`src/rtl/tap_delay_line.sv`:
```
// Registered input delay line with runtime tap select, stall, flush and change detection.
// Output is purely combinational from registered state and the current tap/mode selection.
module tap_delay_line #(
    parameter int unsigned WIDTH = 8,
    parameter int unsigned DEPTH = 7,
    parameter int unsigned TAP_W = 4
) (
    input  logic             clk,
    input  logic             rst_n,
    input  logic             en,
    input  logic             freeze,
    input  logic             flush,
    input  logic             mode,
    input  logic [TAP_W-1:0] tap_sel,
    input  logic [WIDTH-1:0] din,
    output logic [WIDTH-1:0] dout,
    output logic             valid
);

    localparam int unsigned FILL_W = $clog2(DEPTH + 1);
    localparam logic [FILL_W-1:0] FillMax = FILL_W'(DEPTH);

    logic [WIDTH-1:0]  stage_q [DEPTH];
    logic [WIDTH-1:0]  stage_d [DEPTH];
    logic [FILL_W-1:0] fill_q, fill_d;
    logic              shift;
    logic [31:0]       tap_ext;
    logic [31:0]       tap_eff;
    logic [WIDTH-1:0]  tap_data;

    assign shift = en & ~freeze;

    // Flush wins over both shift and freeze.
    always_comb begin
        stage_d = stage_q;
        fill_d  = fill_q;
        if (flush) begin
            for (int k = 0; k < DEPTH; k++) begin
                stage_d[k] = '0;
            end
            fill_d = '0;
        end else if (shift) begin
            stage_d[0] = din;
            for (int k = 1; k < DEPTH; k++) begin
                stage_d[k] = stage_q[k-1];
            end
            if (fill_q != FillMax) begin
                fill_d = fill_q + FILL_W'(1);
            end
        end
    end

    always_ff @(posedge clk or negedge rst_n) begin
        if (!rst_n) begin
            for (int k = 0; k < DEPTH; k++) begin
                stage_q[k] <= '0;
            end
            fill_q <= '0;
        end else begin
            stage_q <= stage_d;
            fill_q  <= fill_d;
        end
    end

    // Out-of-range selects clamp to the last stage rather than wrapping.
    always_comb begin
        tap_ext = 32'(tap_sel);
        tap_eff = (tap_ext >= DEPTH) ? (DEPTH - 1) : tap_ext;
    end

    always_comb begin
        tap_data = stage_q[DEPTH-1];
        for (int k = 0; k < DEPTH; k++) begin
            if (tap_eff == 32'(k)) begin
                tap_data = stage_q[k];
            end
        end
    end

    assign dout  = mode ? (stage_q[0] ^ tap_data) : tap_data;
    assign valid = (32'(fill_q) > tap_eff);

endmodule

```
`config.mk`:
```
export PLATFORM = sky130hd
export DESIGN_NAME = tap_delay_line
export DESIGN_NICKNAME = d
export VERILOG_FILES = /design/src/rtl/tap_delay_line.sv
export SDC_FILE = /design/constraint.sdc
export NUM_CORES = 1
export LEC_CHECK = 0
export BUFFER_PORTS_ARGS = -buffer_cell sky130_fd_sc_hd__buf_2
export CAP_MARGIN = 20
export CORE_MARGIN = 4
export CORE_UTILIZATION = 45
export CTS_BUF_LIST = sky130_fd_sc_hd__clkbuf_4
export CTS_CLUSTER_SIZE = 30
export DETAILED_ROUTE_END_ITERATION = 8
export GPL_TIMING_DRIVEN = 0
export PLACE_DENSITY = 0.62
export REMOVE_ABC_BUFFERS = 1
export SYNTH_ARGS = -nofsm -noshare
export SYNTH_HDL_FRONTEND = slang
export SYNTH_SLANG_ARGS = --single-unit
```
`constraint.sdc`:
```
create_clock -name clk -period 2.5 [get_ports clk]
set_input_delay 0.375 -clock clk [delete_from_list [all_inputs] [get_ports clk]]
set_output_delay 0.375 -clock clk [all_outputs]
set_load 0.005 [all_outputs]
```
=== Yosys cells after proc, flatten, opt, wreduce, memory -nomap -nowiden ===
Index checks and enable logic that the tools add are counted.

* Output and inout port bits: 9
* Bits in registers: 59

* Multiplexer cells: 14
* Reduce and logical (&&, ||, !) cells: 4
* Bitwise logic cells: 3
* Equal/unequal tests: 7
* Magnitude comparators: 2
* Add/subtract/negate cells: 1

{| class="wikitable"
|+ Operators with widths
! kind !! number
|-
| $mux 56 || 2
|-
| $mux 8 || 8
|-
| $logic_not 32->1 || 1
|-
| $eq 4x3->1 const B || 3
|-
| $mux 3 || 3
|-
| $eq 4x2->1 const B || 2
|-
| $xor 8x8->8 || 1
|-
| $eq 4x1->1 const B || 1
|-
| $ge 4x3->1 const B || 1
|-
| $gt 3x4->1 || 1
|-
| $mux 4 || 1
|-
| $reduce_bool 2->1 || 2
|-
| $add 3x1->3 const B || 1
|-
| $ne 3x3->1 const B || 1
|-
| $reduce_and 2->1 || 1
|-
| $and 1x1->1 || 1
|-
| $not 1->1 || 1
|}

=== Logic depth before layout (Yosys ltp) ===
* Depth in word-level cells: 12
* Mapped depth: 9
* Mapped depth without buffers: 7

=== Least setup slack after synthesis ===
OpenSTA, ideal clock, no wires.

* Kind: input port to output port
* From: in tap_sel[1]
* To: out valid
* Arrival time: 1.609 ns
* Data required time: 2.125 ns
* Cell stages on the path: 9
* Path slack: 0.516 ns
* Buffers on the path: 3
* Path through: buf_2 or2_1 buf_6 buf_6 inv_1 ha_1 a21o_1 a21oi_1 a31oi_1

* Word-level cells in the longest chain between the ends: 3

{| class="wikitable"
|+ Ends and longest elaborated chain
! what !! RTL line !! RTL
|-
| start, declared || 14 || <nowiki>input logic [TAP_W-1:0] tap_sel,</nowiki>
|-
| $ge 4x3->1 || 68 || <nowiki>tap_eff = (tap_ext >= DEPTH) ? (DEPTH - 1) : tap_ext;</nowiki>
|-
| $mux 4 * || 68 ||
|-
| $gt 3x4->1 * || 81 || <nowiki>assign valid = (32'(fill_q) > tap_eff);</nowiki>
|-
| end, declared || 17 || <nowiki>output logic valid</nowiki>
|}

Every way passes the cells marked *; elsewhere a longest branch is shown, timed or not.

=== Worst setup path in the final report ===
* From: in tap_sel[2]
* To: out dout[0]

* Word-level cells in the longest chain between the ends: 12
* Elaborated cells on any way between the ends: 18
* Classes of those cells: order compare: 1; eq/ne: 6; mux: 9; bitwise: 1; reduce/logical: 1

{| class="wikitable"
|+ Ends and longest elaborated chain
! what !! RTL line !! RTL
|-
| $ge 4x3->1 || 68 ||
|-
| $mux 4 * || 68 ||
|-
| $logic_not 32->1 || 74 || <nowiki>if (tap_eff == 32'(k)) begin</nowiki>
|-
| $mux 8 (6 in a row) || 74 ||
|-
| $mux 8 * || 74 ||
|-
| $xor 8x8->8 || 80 || <nowiki>assign dout = mode ? (stage_q[0] ^ tap_data) : tap_data;</nowiki>
|-
| $mux 8 * || 80 ||
|-
| end, declared || 16 || <nowiki>output logic [WIDTH-1:0] dout,</nowiki>
|}

Marks and branches as above.

==> flow_summary.yaml <==
min_path:
  min_path_type: "in2reg"
  holdPathStages: 3
timing:
  rsz0062_at_grt: "false"
  report.final.slew_viol_count: 0
  fin_worst_skew_ns: 0.0159
  max_freq_mhz: 417
  period_minus_slack_ns: 2.40
  report.final.setup_viol: 0
  setup_slack_ns: 0.104
  tightest_slew_ns: 0.643
  holdWs_ns: 0.173
  max_slew_margin_pct: 57.1
  fin_crit_sh_pct: 95.8
  hold_viol: 0
floorplanning:
  fp.dieW_um: 101
  die_area_um2: 10200
  core_area_um2: 8340
  io_pins: 27
  placementRows: 33
  die_h_um: 101
  initial_core_util_pct: 46.8
cts:
  cts_buffers: 9
  tritoncts: "yes"
  root_buffer: "clkbuf_4"
  clk_pin_slew_ns: 0.12
  ctsLongestPathBuffers: 2
  clock-sinks: 59
  htreeDepth: 3
  clk-insertion-delay-late_ns: 0.42
finish:
  syn2layout_area_growth_pct: 9.75
  finalNonFillerCells: 585
  utilization_pct: 51.3
  finalInstanceArea_um2: 4280
  layout-drive-gt1-share_pct: 15.6
  finalNetCount: 498
  diodes: 0
logic_synthesis:
  ys_seq_area_share_pct: 37.8
  synth_seq_cells: 59
  synth_edf_count: 0
  synth_ff_type: "dfrtp_1"
  syn_avg_cell_area_um2: 8.28
  synthArstFlopShare_pct: 100
  synth_cell_types: 38
  synthCells: 471
  synth_warnings: 0
  syn-cell-area_um2: 3900
setup_path:
  start_kind: "primary input"
  end_kind: "output pin"
  required_ns: 2.12
  path_max_fanout: 21
  crit_type: "in2out"
  r2r_setup_slack_ns: 1.13
  cp.arrival_ns: 2.02
  reg2reg_depth: 5
global_route:
  use_met2_pct: 32.8
  grtUsageMet1_pct: 28.4
  grt_busiest_layer: "met2"
  antenna_found_initial: 0
  met3_usage_pct: 3.11
  track_usage_pct: 20.6
  overflow: 0
  grt_pass1_vias: 3414
  grt_max_degree: 66
  grt_pass1_wl_um: 16900
place:
  place.gp.congestion: 0.839
  postPlaceCellArea_um2: 4000
  numPortBuffers: 26
  dp.cells: 560
  pre_cts_ws_ns: -0.499
  hpwl_um: 5820
drt:
  antenna_left: 0
  viasPerCell: 6.04
  first_pass_iters: 5
  drt-wirelength-per-cell_um: 17.1
  drc: 0
  first_iter_violations: 213
  vias: 3532
  wl_um: 10000
flow_run:
  max_cap_violations: 0
run_status:
  outcome: "finished, final reports clean"
power_and_ir_drop:
  power_leakage_nw: 1.76
  p_per_area_nw_per_um2: 484
  max-vdd-ir-drop_v: 0.000319
-- layer usage --
layer  share of wire [%]  wire length (um)  vias to the layer above
met5                   0                 0                        -
met4                 2.0               205                        0
met3                 5.2               520                       22
met2                  48              4810                      115
met1                  45              4480                     1704
li1                    -                 -                     1691
-- cell families (layout without fill, tap and decap cells) --
kind of cell | Yosys count | count (layout) | synth area share [%]
XOR/XNOR | 1 | 1 | 0.225
buffers and inverters | 52 | 61 | 6.67
AND/OR/NAND/NOR | 187 | 187 | 22.2
AO/OA/AOI/OAI | 158 | 158 | 26.3
multiplexers | 9 | 9 | 5.20
adder cells (fa/ha/maj) | 5 | 5 | 1.60
flip-flops | 59 | 59 | 37.8
-- cells in the final DEF (no fill, tap or decap), types with 2 or more instances in the layout --
cell,n
a31oi_1,2
dfrtp_2,2
a22oi_1,8
mux4_2,9
clkinvlp_4,5
o211ai_1,7
clkbuf_4,10
nor4bb_1,7
buf_6,2
bufinv_16,2
nor2b_1,9
a21oi_1,67
a21o_1,15
o32ai_1,8
o22ai_1,9
a221o_1,7
buf_2,22
buf_4,7
inv_1,5
ha_1,5
nand3b_1,7
a211oi_1,7
o21ai_0,10
nand2_1,122
and2_1,16
clkinv_2,2
buf_12,4
nor2_1,18
o31ai_1,7
dfrtp_1,57
o41ai_1,8
-- area by class of cell --
cell class	count	area (um2)
fill	801	4060
multi-input combinational	360	2190
sequential	59	1480
timing repair buffer	37	283
tap	105	131
clock inverter	7	92.6
clock buffer	9	67.6
inverter	7	30.0
timing repair inverter	1	7.51
-- state kept, by name, indices dropped and copies added, names as in the netlist --
name	count
stage_q	56
fill_q	3
-- where the power goes --
part	leakage, nW	internal [W]	switching [W]
Sequential	0.817	0.000964	0.0000127
Combinational	0.870	0.000108	0.000192
Clock	0.0779	0.000401	0.000395
Total	1.76	0.00147	0.000600
-- per-stage QoR --
stage	total power [W]	TNS (ns)
floorplan	0.00112	-2.56
global placement	0.00126	-81.06
detailed placement	0.00128	-2.56
CTS	0.00209	0
global route	0.00217	0
finish	0.00207	0
-- synth_stat cells, types with 2 or more instances --
| cell | n | share of area (%) |
|---|---|---|
| a21oi_1 | 67 | 8.6 |
| nor3_2 | 2 | 0.51 |
| clkbuf_1 | 16 | 1.5 |
| a211oi_1 | 7 | 1.3 |
| o32ai_1 | 8 | 1.8 |
| inv_1 | 6 | 0.58 |
| a31oi_1 | 2 | 0.32 |
| buf_1 | 7 | 0.67 |
| nor4bb_1 | 7 | 1.8 |
| o22ai_1 | 9 | 1.4 |
| ha_1 | 5 | 1.6 |
| a21o_1 | 15 | 2.9 |
| a221o_1 | 7 | 1.8 |
| dfrtp_1 | 59 | 38 |
| o21ai_0 | 10 | 1.3 |
| buf_6 | 4 | 1.2 |
| o211ai_1 | 7 | 1.3 |
| nor2b_1 | 10 | 1.6 |
| o31ai_1 | 7 | 1.3 |
| and2_1 | 16 | 2.6 |
| o41ai_1 | 8 | 1.8 |
| buf_4 | 5 | 0.96 |
| nor2_1 | 18 | 1.7 |
| nand2_1 | 122 | 12 |
| a22oi_1 | 8 | 1.5 |
| mux4_2 | 9 | 5.2 |
| buf_2 | 13 | 1.7 |
| nand3b_1 | 7 | 1.3 |
-- repair_timing --
item / 4_1_cts / 5_1_grt
gates cloned: 1 / 0
resized for setup: 8 / 6
pin swaps: 0 / 2
endpoints found under the hold margin: 22 / 0
setup buffers: 1 / 5
endpoints found under the setup margin: 9 / 9
hold buffers: 1 / 0
-- worst max-delay path, cell delays in order --
cell and delay [ns]:
clkbuf_4 0.27, or2_2 0.49, inv_2 0.10, nand3_2 0.23, o22ai_1 0.27, o31ai_1 0.12, buf_2 0.15
-- final timing paths --
kind,start,to
max reg2reg,fill_q[0],fill_q[0]
max,tap_sel[2],dout[0]
min in group asynchronous,rst_n,stage_q[28]
min,din[3],stage_q[51]
max in group asynchronous,rst_n,stage_q[6]
min reg2reg,stage_q[16],stage_q[8]
No activity file was read; power rests on OpenSTA's default activity.
